--- src/rtl/mul_pkg.sv ---
// Shared constants for the RV32M multiply issue stage: funct3 codes, FSM encoding, timeout width.
package mul_pkg;

  localparam logic [2:0] F3_MUL    = 3'b000;
  localparam logic [2:0] F3_MULH   = 3'b001;
  localparam logic [2:0] F3_MULHSU = 3'b010;
  localparam logic [2:0] F3_MULHU  = 3'b011;

  localparam logic [2:0] S_IDLE  = 3'd0;
  localparam logic [2:0] S_START = 3'd1;
  localparam logic [2:0] S_BUSY  = 3'd2;
  localparam logic [2:0] S_DRAIN = 3'd3;
  localparam logic [2:0] S_RESP  = 3'd4;

  // Wide enough for any TIMEOUT_CYCLES up to 256.
  localparam int TO_CNT_W = 8;

  typedef struct packed {
    logic [2:0]  f3;
    logic [31:0] a;
    logic [31:0] b;
  } mul_op_t;

endpackage

--- src/rtl/mul_issue_ctrl_if.sv ---
// Execute / writeback / BoothMul32 signal bundle for mul_issue_ctrl; slave is the controller side.
interface mul_issue_ctrl_if #(
    parameter int TAG_W = 5
) ();

    logic             req_valid;
    logic             req_ready;
    logic [2:0]       req_funct3;
    logic [31:0]      req_rs1;
    logic [31:0]      req_rs2;
    logic [TAG_W-1:0] req_tag;
    logic             flush;
    logic             mul_start;
    logic [31:0]      mul_x;
    logic [31:0]      mul_y;
    logic [63:0]      mul_z;
    logic             mul_valid;
    logic             rsp_valid;
    logic             rsp_ready;
    logic [31:0]      rsp_data;
    logic [TAG_W-1:0] rsp_tag;
    logic             rsp_err;

    modport master (
        output req_valid, req_funct3, req_rs1, req_rs2, req_tag, flush,
               mul_z, mul_valid, rsp_ready,
        input  req_ready, mul_start, mul_x, mul_y, rsp_valid, rsp_data, rsp_tag, rsp_err
    );

    modport slave (
        input  req_valid, req_funct3, req_rs1, req_rs2, req_tag, flush,
               mul_z, mul_valid, rsp_ready,
        output req_ready, mul_start, mul_x, mul_y, rsp_valid, rsp_data, rsp_tag, rsp_err
    );

endinterface

--- src/rtl/mul_sign_fix.sv ---
// Turns the signed 64-bit product into the RV32M result word, correcting for unsigned operands.
module mul_sign_fix
    import mul_pkg::*;
(
    input  logic [63:0] p,
    input  logic [31:0] a,
    input  logic [31:0] b,
    input  logic [2:0]  f3,
    output logic [31:0] res
);

    logic [31:0] hi;
    logic [31:0] a_term;
    logic [31:0] b_term;

    // A negative-looking operand that is really unsigned contributes 2^32 * other operand.
    assign hi     = p[63:32];
    assign a_term = b[31] ? a : 32'd0;
    assign b_term = a[31] ? b : 32'd0;

    always_comb begin
        res = p[31:0];
        case (f3)
            F3_MUL:    res = p[31:0];
            F3_MULH:   res = hi;
            F3_MULHSU: res = hi + a_term;
            F3_MULHU:  res = hi + b_term + a_term;
            default:   res = p[31:0];
        endcase
    end

endmodule

--- src/rtl/mul_issue_ctrl.sv ---
// Issue/sequencing FSM around BoothMul32 for MUL/MULH/MULHSU/MULHU.
// Optional product cache for MULH/MUL fusion: define MUL_PRODUCT_CACHE_EN.
module mul_issue_ctrl
    import mul_pkg::*;
#(
    parameter int TAG_W          = 5,
    parameter int TIMEOUT_CYCLES = 40
) (
    input logic             clk,
    input logic             rst,
    mul_issue_ctrl_if.slave bus
);

    logic [2:0]          state;
    logic [2:0]          nxt;
    logic [TO_CNT_W-1:0] cnt;
    mul_op_t             op_q;
    logic [31:0]         data_q;
    logic                err_q;
    logic [TAG_W-1:0]    tag_q;
    logic [31:0]         fix_res;
    logic                illegal;
    logic                timeout;
    logic                hit;
    logic [31:0]         hit_res;

    assign illegal = bus.req_funct3[2];
    assign timeout = cnt >= TO_CNT_W'(TIMEOUT_CYCLES - 1);

    mul_sign_fix u_fix (
        .p   (bus.mul_z),
        .a   (op_q.a),
        .b   (op_q.b),
        .f3  (op_q.f3),
        .res (fix_res)
    );

`ifdef MUL_PRODUCT_CACHE_EN
    logic        c_vld;
    logic [63:0] c_p;
    logic [31:0] c_a;
    logic [31:0] c_b;

    // Correction is applied to the cached raw product using the new request's funct3.
    mul_sign_fix u_hit_fix (
        .p   (c_p),
        .a   (bus.req_rs1),
        .b   (bus.req_rs2),
        .f3  (bus.req_funct3),
        .res (hit_res)
    );

    assign hit = c_vld && (c_a == bus.req_rs1) && (c_b == bus.req_rs2);

    always_ff @(posedge clk or negedge rst) begin
        if (!rst) begin
            c_vld <= 1'b0;
            c_p   <= '0;
            c_a   <= '0;
            c_b   <= '0;
        end else if (state == S_BUSY && bus.mul_valid && !bus.flush) begin
            c_vld <= 1'b1;
            c_p   <= bus.mul_z;
            c_a   <= op_q.a;
            c_b   <= op_q.b;
        end
    end
`else
    assign hit     = 1'b0;
    assign hit_res = '0;
`endif

    always_comb begin
        nxt = state;
        case (state)
            S_IDLE:  if (bus.req_valid) nxt = (illegal || hit) ? S_RESP : S_START;
            S_START: nxt = bus.flush ? S_DRAIN : S_BUSY;
            S_BUSY: begin
                // A flush colliding with the product pulse leaves nothing to drain.
                if (bus.flush)                     nxt = bus.mul_valid ? S_IDLE : S_DRAIN;
                else if (bus.mul_valid || timeout) nxt = S_RESP;
            end
            S_DRAIN: if (bus.mul_valid || timeout) nxt = S_IDLE;
            S_RESP:  if (bus.rsp_ready) nxt = S_IDLE;
            default: nxt = S_IDLE;
        endcase
    end

    always_ff @(posedge clk or negedge rst) begin
        if (!rst) begin
            state  <= S_IDLE;
            cnt    <= '0;
            op_q   <= '0;
            data_q <= '0;
            err_q  <= 1'b0;
            tag_q  <= '0;
        end else begin
            state <= nxt;
            cnt   <= (state == S_BUSY || state == S_DRAIN) ? cnt + 1'b1 : '0;
            case (state)
                S_IDLE: if (bus.req_valid) begin
                    tag_q <= bus.req_tag;
                    err_q <= illegal;
                    // The multiplier operands are left alone unless it is actually started.
                    if (illegal)  data_q <= '0;
                    else if (hit) data_q <= hit_res;
                    else          op_q   <= '{f3: bus.req_funct3, a: bus.req_rs1, b: bus.req_rs2};
                end
                S_BUSY: if (!bus.flush) begin
                    if (bus.mul_valid) begin
                        data_q <= fix_res;
                        err_q  <= 1'b0;
                    end else if (timeout) begin
                        data_q <= '0;
                        err_q  <= 1'b1;
                    end
                end
                default: ;
            endcase
        end
    end

    assign bus.req_ready = (state == S_IDLE);
    assign bus.mul_start = (state == S_START);
    assign bus.mul_x     = op_q.a;
    assign bus.mul_y     = op_q.b;
    assign bus.rsp_valid = (state == S_RESP);
    assign bus.rsp_data  = data_q;
    assign bus.rsp_tag   = tag_q;
    assign bus.rsp_err   = err_q;

endmodule

--- src/flat_wrapper.sv ---
// flat-port wrapper written by rule: the top's interface ports become plain ports
module mul_issue_ctrl_flat import mul_pkg::*;
#(
    parameter int TAG_W          = 5,
    parameter int TIMEOUT_CYCLES = 40
)
  (clk, rst, bus_req_valid, bus_req_funct3, bus_req_rs1, bus_req_rs2, bus_req_tag, bus_flush, bus_mul_z, bus_mul_valid, bus_rsp_ready, bus_req_ready, bus_mul_start, bus_mul_x, bus_mul_y, bus_rsp_valid, bus_rsp_data, bus_rsp_tag, bus_rsp_err);
  mul_issue_ctrl_if #(.TAG_W(TAG_W)) bus_i ();
  input logic clk;
  input logic rst;
  input wire logic [$bits(bus_i.req_valid)-1:0] bus_req_valid;
  input wire logic [$bits(bus_i.req_funct3)-1:0] bus_req_funct3;
  input wire logic [$bits(bus_i.req_rs1)-1:0] bus_req_rs1;
  input wire logic [$bits(bus_i.req_rs2)-1:0] bus_req_rs2;
  input wire logic [$bits(bus_i.req_tag)-1:0] bus_req_tag;
  input wire logic [$bits(bus_i.flush)-1:0] bus_flush;
  input wire logic [$bits(bus_i.mul_z)-1:0] bus_mul_z;
  input wire logic [$bits(bus_i.mul_valid)-1:0] bus_mul_valid;
  input wire logic [$bits(bus_i.rsp_ready)-1:0] bus_rsp_ready;
  output wire logic [$bits(bus_i.req_ready)-1:0] bus_req_ready;
  output wire logic [$bits(bus_i.mul_start)-1:0] bus_mul_start;
  output wire logic [$bits(bus_i.mul_x)-1:0] bus_mul_x;
  output wire logic [$bits(bus_i.mul_y)-1:0] bus_mul_y;
  output wire logic [$bits(bus_i.rsp_valid)-1:0] bus_rsp_valid;
  output wire logic [$bits(bus_i.rsp_data)-1:0] bus_rsp_data;
  output wire logic [$bits(bus_i.rsp_tag)-1:0] bus_rsp_tag;
  output wire logic [$bits(bus_i.rsp_err)-1:0] bus_rsp_err;
  assign bus_i.req_valid = bus_req_valid;
  assign bus_i.req_funct3 = bus_req_funct3;
  assign bus_i.req_rs1 = bus_req_rs1;
  assign bus_i.req_rs2 = bus_req_rs2;
  assign bus_i.req_tag = bus_req_tag;
  assign bus_i.flush = bus_flush;
  assign bus_i.mul_z = bus_mul_z;
  assign bus_i.mul_valid = bus_mul_valid;
  assign bus_i.rsp_ready = bus_rsp_ready;
  assign bus_req_ready = bus_i.req_ready;
  assign bus_mul_start = bus_i.mul_start;
  assign bus_mul_x = bus_i.mul_x;
  assign bus_mul_y = bus_i.mul_y;
  assign bus_rsp_valid = bus_i.rsp_valid;
  assign bus_rsp_data = bus_i.rsp_data;
  assign bus_rsp_tag = bus_i.rsp_tag;
  assign bus_rsp_err = bus_i.rsp_err;
  mul_issue_ctrl #(.TAG_W(TAG_W), .TIMEOUT_CYCLES(TIMEOUT_CYCLES)) u_core (.clk(clk), .rst(rst), .bus(bus_i));
endmodule
--- config.mk ---
export PLATFORM = sky130hd
export DESIGN_NAME = mul_issue_ctrl_flat
export DESIGN_NICKNAME = d
export VERILOG_FILES = /design/src/rtl/mul_pkg.sv /design/src/rtl/mul_issue_ctrl_if.sv /design/src/rtl/mul_sign_fix.sv /design/src/rtl/mul_issue_ctrl.sv /design/src/flat_wrapper.sv
export SDC_FILE = /design/constraint.sdc
export NUM_CORES = 1
export LEC_CHECK = 0
export ABC_AREA = 1
export ABC_CLOCK_PERIOD_IN_PS = 4170
export BUFFER_PORTS_ARGS = -buffer_cell sky130_fd_sc_hd__buf_2
export CORE_UTILIZATION = 55
export DETAILED_ROUTE_END_ITERATION = 7
export GPL_ROUTABILITY_DRIVEN = 0
export PLACE_DENSITY = 0.85
export SLEW_MARGIN = 30
export SYNTH_ARGS = -nofsm -noshare
export SYNTH_HDL_FRONTEND = slang
export SYNTH_SLANG_ARGS = --single-unit
export TNS_END_PERCENT = 1
--- constraint.sdc ---
create_clock -name clk -period 4.17 [get_ports clk]
set_input_delay 0.2085 -clock clk [delete_from_list [all_inputs] [get_ports clk]]
set_output_delay 0.2085 -clock clk [all_outputs]
set_load 0.05 [all_outputs]
# [Word-level counts from Yosys, hierarchy flattened]
# Index checks and enable logic that the tools add are counted.
[word_totals] mem_bits_rw=0 rom_bits=0 out_inout_bits=105 mem_count=0 regBits=115 latchBits=0
[classes] n_div=0 n_mux=24 n_lt_le_gt_ge=1 n_reduce_logical=9 shifts=0 mul=0 addsub=4 eq_ne=14 bitwise=1
[ops] operator="32-bit two-way mux" n=7
[ops] operator="32-bit adder" n=3
[ops] operator="32-bit one-hot mux with 3 select lines" n=1
[ops] operator="32-bit one-hot mux with 2 select lines" n=1
[ops] operator="3-bit two-way mux" n=6
[ops] operator="3-bit one-hot mux with 5 select lines" n=1
[ops] operator="8-bit by 1-bit adder with 8-bit output (second input constant)" n=1
[ops] operator="8-bit by 6-bit greater-or-equal comparator with 1-bit output (second input constant)" n=1
[ops] operator="8-bit two-way mux" n=1
[ops] operator="2-bit inequality test (second input constant)" n=4
[ops] operator="4-bit AND reduction" n=2
[ops] operator="3-bit by 2-bit equality test with 1-bit output (second input constant)" n=2
[ops] operator="3-bit by 2-bit inequality test with 1-bit output (second input constant)" n=2
[ops] operator="1-bit two-way mux" n=5
[ops] operator="5-bit AND reduction" n=1
[ops] operator="2-bit equality test (second input constant)" n=2
[ops] operator="3-bit by 1-bit equality test with 1-bit output (second input constant)" n=1
[ops] operator="3-bit equality test (second input constant)" n=1
[ops] operator="3-bit zero test" n=1
[ops] operator="3-bit AND reduction" n=1
[ops] operator="2-bit by 1-bit equality test with 1-bit output (second input constant)" n=1
[ops] operator="1-bit logical OR" n=2
[ops] operator="2-bit two-way mux" n=1
[ops] operator="2-bit by 1-bit inequality test with 1-bit output (second input constant)" n=1
[ops] operator="4 further kinds" n=4

# [Depth between registers and ports, before layout]
# Gate-level depths: netlist of run 1.
[logic_depth] ltp_word=7 ltp_mapped=20

# [Hierarchy]
# A second synthesis of run 1 with hierarchy kept.
[unflattened] cells_unflattened=1929 area_unflattened_um2=11873.9
[by_module_without_submodules] module="mul_sign_fix" seq_area_each_um2=0.0 instances=1 area_each_um2=6298.5 cells_per_inst=1256
[by_module_without_submodules] module="mul_issue_ctrl" seq_area_each_um2=2877.8 instances=1 area_each_um2=5575.3 cells_per_inst=673

# [Worst setup path before layout of run 1]
# OpenSTA, ideal clock, no wires.
[synth_timing] kind="register to register" start="register u_core.op_q (netlist bit u_core.bus.mul_y[31])" end="register u_core.data_q[25], in the netlist u_core.bus.rsp_data[25]" arrival_time_ns=2.932 synth_period_minus_slack_ns=3.050 path_buffers=2 required_ns=4.052 setup_slack_ns=1.120 path_stages_with_launch=20 path_cell_list="dfrtp_1 clkbuf_1 clkbuf_1 nand2_1 inv_1 fa_1 ha_1 fa_1 nand3_1 nand3_1 nand2_1 nand2_1 nand2_1 nand2_1 nand2_1 nand3b_1 nand3_1 nand3_1 nand2_1 nand2_1"
[synth_via] elab_chain_cells=6 elab_cells_between_ends=7 cone_classes="add/sub: 2; mux: 5"
[synth_lines] item="start: declaration" line_no="mul_issue_ctrl.sv:17" rtl="mul_op_t op_q;"
[synth_lines] item="start signal: assignment" line_no="mul_issue_ctrl.sv:107" rtl="else op_q <= '{f3: bus.req_funct3, a: bus.req_rs1, b: bus.req_rs2};"
[synth_lines] item="32-bit two-way mux (*)" line_no="mul_sign_fix.sv:18" rtl="assign a_term = b[31] ? a : 32'd0;"
[synth_lines] item="32-bit adder (on tied branches)" line_no="mul_sign_fix.sv:27, mul_sign_fix.sv:26"
[synth_lines] item="32-bit one-hot mux with 3 select lines (*)" line_no="mul_sign_fix.sv:23" rtl="case (f3)"
[synth_lines] item="32-bit two-way mux (*)" line_no="mul_issue_ctrl.sv:110" rtl="if (bus.mul_valid) begin"
[synth_lines] item="32-bit two-way mux (*)" line_no="mul_issue_ctrl.sv:109" rtl="S_BUSY: if (!bus.flush) begin"
[synth_lines] item="32-bit one-hot mux with 2 select lines (*)" line_no="mul_issue_ctrl.sv:100" rtl="case (state)"
[synth_lines] item="end signal: assignment" line_no="mul_issue_ctrl.sv:106" rtl="else if (hit) data_q <= hit_res;"
[synth_lines] item="end signal: assignment" line_no="mul_issue_ctrl.sv:111" rtl="data_q <= fix_res;"
[synth_lines] item="end: declaration" line_no="mul_issue_ctrl.sv:18" rtl="logic [31:0] data_q;"
# Every way passes the cells marked *; elsewhere a longest branch is shown, timed or not. The select of a mux whose other input is x is not followed.
# A chain may end at the register's enable or synchronous reset.

# [Final worst setup path of run 1]
[layout_timing] start="register u_core.op_q (netlist bit u_core.bus.mul_x[31])" end="register u_core.data_q[29], in the netlist u_core.bus.rsp_data[29]"
[layout_via] elab_chain_cells=7
[layout_lines] item="32-bit two-way mux" line_no="mul_sign_fix.sv:19" rtl="assign b_term = a[31] ? b : 32'd0;"
[layout_lines] item="32-bit adder (2 in a row)" line_no="mul_sign_fix.sv:27" rtl="F3_MULHU: res = hi + b_term + a_term;"
[layout_lines] item="32-bit one-hot mux with 3 select lines" line_no="mul_sign_fix.sv:23"
[layout_lines] item="32-bit two-way mux" line_no="mul_issue_ctrl.sv:110"
[layout_lines] item="32-bit two-way mux" line_no="mul_issue_ctrl.sv:109"
[layout_lines] item="32-bit one-hot mux with 2 select lines" line_no="mul_issue_ctrl.sv:100"
# Every way passes these cells. The select of a mux whose other input is x is not followed.

==> results.toml, run 1 <==
[die]
initial_core_util_pct = 56.2
io_pins = 247
dieArea_um2 = 21300
die_h_um = 146
core_area_um2 = 20300
die_w_um = 146
num_rows = 52

[synth]
ys_seq_elements = 115
netlist_area_um2 = 11400
ys_types = 41
syn_inst = 1719
synth_nets = 1956
yosysWarningCount = 0
synth.avg_cell_area_um2 = 6.64
seq_area_frac_synth_pct = 25.2

[drt]
routedWlPerCell_um = 16.8
drc_errors = 2
wl_um = 36700
viasPerCell = 5.48
ant_nets = 0
vias = 11955
first_pass_iters = 8
first_iter_violations = 1188

[cts]
postCtsSetupBuffers = 0
path_clk_slew_ns = 0.06
cts-buffers-inserted = 17
clockBufferDepth = 2
h-tree-depth = 4
clock_sinks = 115
clock_latency_ns = 0.42
cts_tree = "yes"
cts-root-buf = "clkbuf_16"
post_cts_resized = 0

[grt]
grtUsageMet2_pct = 54.9
top_usage_layer = "met2"
grt_usage_pct = 34.9
grt_max_degree = 73
use_met3_pct = 11.8
grt_pass1_vias = 11414
grt_overflow = 0
use_met1_pct = 44.8
grt_pass1_wl_um = 57600
antenna_found_initial = 2

[setup_path]
crit_path_end_kind = "flip-flop"
cp.arrival_ns = 4.14
start_kind = "flip-flop"
worstSetupPathType = "flip-flop to flip-flop"
worstPathMaxFanout = 22
crit_required_ns = 4.48

[timing]
fin_crit_ns = 3.84
slew_headroom_pct = 27.7
finalSetupViolations = 0
fmax_mhz = 261
setup_tns_ns = 0
finalCritPeriodShare_pct = 92.0
finClkSkew_ns = 0.00719
final-max-slew-violation-count = 0
hold_violations = 0
grt_setup_unrepaired = "no"
tightest_slew_ns = 1.08

[finish]
fillers = 1796
drive_gt1_share_pct = 20.3
area_growth_pct = 14.2
fin_nets = 2133

[placed_design]
placement.io_buffers = 246
place_hpwl_um = 28900

[status]
violations = "DRC"
status = "complete, but fails checks"

[worst_hold_path]
min_path_type = "input pin to flip-flop"

[flow_run]
maxCapViolCount = 0
==> logic make-up (layout without fill, tap and decap cells) <==
group,after synthesis,count (layout),synth area share [%]
AOI/OAI and AO/OA,155,155,7.34
xor gates and xnor gates,5,5,0.384
adders and majority gates,95,95,12.6
buffers and inverters,388,578,15.3
DFF,115,115,25.2
muxes,70,70,6.91
other,0,2,0
and+or+nand+nor,891,891,32.3
==> stage by stage <==
step / utilization (%) / setup WS [ns] / hold WS [ns] / instances / area [um2]
after global placement: 61.2 / 0.656 / 0.0146 / 2145 / 12400
after CTS: 64.1 / 0.532 / 0.00524 / 2178 / 13000
after detailed placement: 61.2 / 0.580 / 0.0115 / 2145 / 12400
after global routing: 64.2 / 0.296 / 0.00539 / 2181 / 13000
after floorplan: - / 1.12 / -0.0871 / 1719 / 11400
final: 64.2 / 0.334 / 0.0114 / 2181 / 13000
==> critical path: stages (launching register included) <==
cell	delay, ns
dfrtp_1	0.61
buf_4	0.38
nand2_1	0.10
inv_1	0.10
fa_1	0.45
ha_1	0.40
nand2_1	0.10
inv_1	0.11
nand2_1	0.12
nor3_1	0.45
and2_1	0.21
nand2_1	0.14
nand2_1	0.11
nand2_1	0.05
nand3_1	0.07
nand3_1	0.15
nand2_1	0.09
nand2_1	0.06
==> layer usage <==
layer | share of wire (%) | vias up
met5 | 0 | -
met3 | 13 | 140
met2 | 43 | 748
met4 | 3.7 | 0
met1 | 40 | 5396
li1 | - | 5671
==> registers in the layout, summed over array words and instances (netlist names) <==
register,cells
u_core.bus.mul_y,32
u_core.bus.rsp_tag,5
u_core.bus.rsp_data,32
u_core.bus.mul_x,32
u_core.cnt,8
u_core.state,3
u_core.op_q,2
u_core.bus.rsp_err,1
==> timing repair <==
action,in CTS,in global routing
endpoints found under the hold margin,43,1
hold buffers,1,1
endpoints found under the setup margin,0,0
==> synthesized netlist by cell type (all sizes together) <==
library cell / instances / area, um2
o221ai: 2 / 17.5
inv: 289 / 1080
fa: 33 / 661
o32ai: 1 / 8.76
clkinv: 2 / 7.51
nor3: 17 / 96.4
buf: 79 / 583
a221oi: 2 / 17.5
o21bai: 3 / 22.5
and3: 2 / 12.5
a211oi: 1 / 7.51
nand4: 11 / 68.8
nor2: 134 / 553
clkbuf: 18 / 67.6
nor4: 3 / 18.8
nand2: 593 / 2240
nand3b: 10 / 75.1
a21oi: 67 / 335
mux2: 70 / 788
o21ai: 68 / 348
ha: 62 / 776
a31oi: 1 / 6.26
nand3: 114 / 583
or2: 3 / 18.8
dfrtp: 115 / 2880
and2: 4 / 25.0
xor2: 2 / 17.5
a21o: 2 / 15.0
xnor2: 3 / 26.3
o211ai: 8 / 60.1
==> area by class of cell <==
type	instances	area (um2)	share of cell area [%]
inverter	291	1090	8.38
tap	270	338	2.59
antenna	2	5.00	0.0384
multi-input combinational	1216	6800	52.1
clock buffer	19	443	3.40
timing repair buffer	255	1340	10.2
sequential	115	2880	22.1
clock inverter	13	149	1.14
==> final timing paths <==
kind	from	end	slack (ns)	depth (start not counted)
worst max-delay path	u_core.bus.mul_x[31]$_DFFE_PN0P_	u_core.bus.rsp_data[29]$_DFFE_PN0P_	0.33	17
worst min-delay path	bus_req_rs2[28]	u_core.bus.mul_y[28]$_DFFE_PN0P_	0.01	2
worst max register to register	u_core.bus.mul_x[31]$_DFFE_PN0P_	u_core.bus.rsp_data[29]$_DFFE_PN0P_	0.33	17
worst min register to register	u_core.cnt[0]$_DFF_PN0_	u_core.cnt[0]$_DFF_PN0_	0.47	1
max in group asynchronous	rst	u_core.op_q[65]$_DFFE_PN0P_	3.23	3
min in group asynchronous	rst	u_core.bus.mul_y[22]$_DFFE_PN0P_	0.13	2
==> placed cells by master, fill, tap and decap left out, types with 3 or more instances in the layout <==
master      count
o21ai_0        61
nor2_1        116
dfrtp_1       115
nand3_1       113
nor2_2         16
o211ai_1        8
mux2_2         70
buf_2         245
inv_1         285
nand3b_1       10
o21bai_1        3
clkinv_4        3
inv_2           4
or2_2           3
fa_1           33
a21oi_1        67
nor4_1          3
inv_6           4
buf_4           5
clkinvlp_4      3
nand2_1       589
nand4_1        11
ha_1           62
nor3_1         16
clkbuf_16      17
xnor2_1         3
o21ai_1         5
nand2_2         4
and2_1          4
Power of run 1 is left out: the tool's default activity adds up to more than one toggle a clock period on the data nets, which glitch-free logic cannot reach.
==> inputs of run 2 (changes only) <==
BUFFER_PORTS_ARGS = unset   (was -buffer_cell sky130_fd_sc_hd__buf_2)
DONT_BUFFER_PORTS = 1   (was unset)
PLACE_DENSITY = 0.74   (was 0.85)
==> run 2 against run 1 <==
  * The flow still finishes with violations (DRC)
  * Count of clock-buffer cells in the layout decreased by 2
  * Wire length about the same
  * Via count decreased by 6.4%
  * Global-route usage about the same
  * Setup slack improved by 0.26 ns
  * Critical path depth decreased by 4
==> results.toml, run 2 (synthesized netlist as in run 1, its figures left out) <==
[timing]
finalSetupViolations = 0
grt_setup_unrepaired = "no"
final-max-slew-violation-count = 0
hold_violations = 0
finClkSkew_ns = 0.0135
setup_tns_ns = 0
fin_crit_ns = 3.58
fmax_mhz = 279
slew_headroom_pct = 34.4
tightest_slew_ns = 0.979
finalCritPeriodShare_pct = 85.9

[cts]
h-tree-depth = 4
path_clk_slew_ns = 0.06
clock_latency_ns = 0.43
clockBufferDepth = 2
clock_sinks = 115
cts-buffers-inserted = 17
post_cts_resized = 0
cts-root-buf = "clkbuf_16"
cts_tree = "yes"

[die]
io_pins = 247
dieArea_um2 = 21300
num_rows = 52
core_area_um2 = 20300
die_w_um = 146
initial_core_util_pct = 56.2
die_h_um = 146

[setup_path]
worstSetupPathType = "flip-flop to flip-flop"
cp.arrival_ns = 3.89
crit_path_end_kind = "flip-flop"
startpoint = "u_core.bus.mul_x[1]$_DFFE_PN0P_"
start_kind = "flip-flop"
crit_required_ns = 4.48
reg2reg_from = "u_core.bus.mul_x[1]$_DFFE_PN0P_"
reg2reg_slack_ns = 0.59
worstPathMaxFanout = 5

[drt]
routedWlPerCell_um = 18.2
wl_um = 36700
viasPerCell = 5.54
ant_nets = 0
vias = 11190
drc_errors = 2
first_iter_violations = 1161
first_pass_iters = 8

[grt]
grt_max_degree = 116
grt_pass1_vias = 10862
antenna_found_initial = 0
grt_pass1_wl_um = 57400
grt_usage_pct = 34.9
grt_overflow = 0

[status]
violations = "DRC"
status = "complete, but fails checks"

[worst_hold_path]
min_from = "bus_mul_z[1]"
min_path_type = "input pin to flip-flop"

[finish]
area_growth_pct = 11.0
drive_gt1_share_pct = 8.40
layout_common_cells = "nand2_1 (589), inv_1 (284), nor2_1 (116)"
diodes = 0
fin_nets = 1974
final_common_cell = "nand2_1"

[placed_design]
placement.io_buffers = 0
place_hpwl_um = 27600

[flow_run]
maxCapViolCount = 0
run 2: cell count changes in the layout (fill, tap and decap cells not counted), sizes merged, moves of 2 or more:
cell         delta
diode           -2
buf           -242
clkinvlp        -2
clkbuf          -2
clkinv          +2
dlygate4sd3    +83
run 2: layer usage:
metal | GRT usage, % | vias to the layer above | wire, um
met5 | 0 | - | 0
met4 | 12.8 | 0 | 1100
met3 | 9.16 | 76 | 4200
met2 | 54.8 | 631 | 16200
met1 | 46.2 | 5136 | 15200
li1 | - | 5347 | -
run 2: critical path, stage by stage, from the launching register on:
cell,delay [ns]
dfrtp_1,0.66
nand2_1,0.10
inv_1,0.16
fa_1,0.44
ha_1,0.32
fa_1,0.47
nand3_1,0.11
nand3_1,0.17
nand3_1,0.12
nand3_1,0.15
o21ai_0,0.38
nand3_1,0.23
nand2_1,0.10
nand2_1,0.05
run 2: layout make-up:
| type | instances | area (um2) |
|---|---|---|
| multi-input cells | 1216 | 6800 |
| clock inverters | 14 | 178 |
| well taps | 270 | 338 |
| clock buffers | 17 | 425 |
| inverters | 291 | 1090 |
| repair buffers | 96 | 953 |
| fillers | 1877 | 7630 |
| flip-flops and latches | 115 | 2880 |
run 2: per-stage QoR:
stage	area [um2]	cells	utilization, %	hold slack (ns)	setup slack [ns]
floorplan	11400	1719	-	-0.0871	1.12
global placement	11200	1902	55.1	-0.0839	0.787
detailed placement	11200	1902	55.1	-0.0843	0.758
CTS	12700	2019	62.4	0.00475	0.700
global route	12700	2019	62.4	0.00859	0.372
finish	12700	2019	62.4	0.0116	0.590
run 2: repair_timing:
action,in CTS,in global routing
buffers inserted,0,0
hold buffers,86,0
endpoints found under the hold margin,197,0
run 2: final timing paths:
kind,endpoint,depth (start not counted)
setup / recovery,u_core.bus.rsp_data[13]$_DFFE_PN0P_,13
hold / removal,u_core.bus.rsp_data[1]$_DFFE_PN0P_,2
setup reg to reg,u_core.bus.rsp_data[13]$_DFFE_PN0P_,13
hold reg to reg,u_core.cnt[0]$_DFF_PN0_,1
max in group asynchronous,u_core.state[1]$_DFFE_PN0P_,2
min in group asynchronous,u_core.bus.rsp_data[9]$_DFFE_PN0P_,2
Power of run 2 is left out for the same reason.
==> inputs of run 3 (changes only) <==
ABC_CLOCK_PERIOD_IN_PS = 4070   (was 4170)
SKIP_LAST_GASP = 1   (was unset)
clock period = 4.07 ns   (was 4.17 ns; I/O delays follow)
==> run 3 against run 2 <==
  * The flow now finishes without violations
  * Die area unchanged
  * Non-clock buffer count increased by 2
  * Clock skew increased by 0.0011 ns
  * Flip-flop and latch count unchanged
  * Setup slack improved by 0.0032 ns
  * Critical path depth decreased by 3
  * Wire length increased by 0.80%
  * Critical endpoint is now u_core.bus.rsp_data[3]$_DFFE_PN0P_
  * Highest routed layer unchanged
==> results.toml, run 3 (synthesized netlist as in run 1, its figures left out) <==
[timing]
fin_crit_ns = 3.48
hold-worst-slack_ns = 0.00220
finClkSkew_ns = 0.0147
fin_ws_ns = 0.593
fmax_mhz = 288
grt_setup_unrepaired = "no"
hold_violations = 0
final-max-slew-violation-count = 0
slew_headroom_pct = 33.8
setup_tns_ns = 0
finalCritPeriodShare_pct = 85.4
tightest_slew_ns = 0.988
finalSetupViolations = 0

[drt]
viasPerCell = 5.61
vias = 11344
first_pass_iters = 8
first_iter_violations = 1216
ant_nets = 0
routedWlPerCell_um = 18.3
drc_errors = 0
wl_um = 37000

[die]
die_w_um = 146
core_area_um2 = 20300
num_rows = 52
die_h_um = 146
initial_core_util_pct = 56.2
dieArea_um2 = 21300
io_pins = 247

[setup_path]
worstSetupPathType = "flip-flop to flip-flop"
worstPathMaxFanout = 5
crit_path_end_kind = "flip-flop"
cpMaxStageDelayCell = "dfrtp_1"
reg2reg_slack_ns = 0.59
start_kind = "flip-flop"
max_stage_delay_ns = 0.67
path_cells = "nand2_1 > inv_1 > fa_1 > ha_1 > fa_1 > o21ai_0 > nand2_1 > a221oi_1 > dlygate4sd3_1 > o21ai_1"
cp.arrival_ns = 3.76
crit_required_ns = 4.35

[cts]
post_cts_resized = 0
clockBufferDepth = 2
cts-root-buf = "clkbuf_16"
cts_tree = "yes"
clock_sinks = 115
clock_latency_ns = 0.43
h-tree-depth = 4
path_clk_slew_ns = 0.06
cts-buffers-inserted = 17

[status]
status = "finished, final reports clean"

[finish]
drive_gt1_share_pct = 8.40
layout_common_cells = "nand2_1 (589), inv_1 (284), nor2_1 (116)"
area_growth_pct = 11.6
postLayoutCellArea_um2 = 12700
fin_nets = 1976
final_common_cell = "nand2_1"

[grt]
grt_usage_pct = 35.5
antenna_found_initial = 1
grt_pass1_wl_um = 58400
grt_pass1_vias = 11074
grt_max_degree = 116
grt_overflow = 0

[placed_design]
dpl_worst_slack_ns = 0.751
place_area_um2 = 11200
placement.io_buffers = 0
place_hpwl_um = 28400

[worst_hold_path]
min_path_type = "input pin to flip-flop"

[flow_run]
maxCapViolCount = 0
-- run 3: worst paths after layout --
kind / startpoint / end / cells after the start
max in group asynchronous: rst / u_core.bus.rsp_data[2]$_DFFE_PN0P_ / 2
min reg2reg: u_core.cnt[0]$_DFF_PN0_ / u_core.cnt[0]$_DFF_PN0_ / 1
max: u_core.bus.mul_x[1]$_DFFE_PN0P_ / u_core.bus.rsp_data[3]$_DFFE_PN0P_ / 10
min in group asynchronous: rst / u_core.bus.rsp_data[5]$_DFFE_PN0P_ / 2
min: bus_mul_z[33] / u_core.bus.rsp_data[1]$_DFFE_PN0P_ / 2
max reg2reg: u_core.bus.mul_x[1]$_DFFE_PN0P_ / u_core.bus.rsp_data[3]$_DFFE_PN0P_ / 10
-- run 3: layer usage --
layer / global-route usage (%) / part of all wire, %
met5: 0 / 0
met4: 14.7 / 3.4
met3: 9.06 / 12
met2: 54.3 / 43
met1: 48.0 / 41
-- run 3: layout make-up --
type / instances / area [um2]
inverter: 291 / 1090
multi-input combinational: 1216 / 6800
sequential: 115 / 2880
clock inverter: 14 / 203
fill: 1857 / 7560
clock buffer: 17 / 425
tap: 270 / 338
antenna: 1 / 2.50
timing repair buffer: 98 / 998
-- run 3: timing repair --
item / CTS / global route
setup buffers: 0 / 0
hold endpoints to repair: 199 / 0
hold buffers: 88 / 0
-- run 3: worst max-delay path, delay by kind of cell (launching register included) --
kind            cells  cell delay (ns)
fa+ha+maj           3             1.21
buf+inv             2             0.74
simple gates        2             0.20
flops               1             0.67
compound gates      3             0.51
-- run 3: per-stage QoR --
stage | utilization [%] | instances
2_1_floorplan | - | 1719
3_3_place_gp | 55.2 | 1902
3_5_place_dp | 55.2 | 1902
4_1_cts | 62.8 | 2021
5_1_grt | 62.8 | 2021
6_report | 62.8 | 2022
Power of run 3 is left out for the same reason.
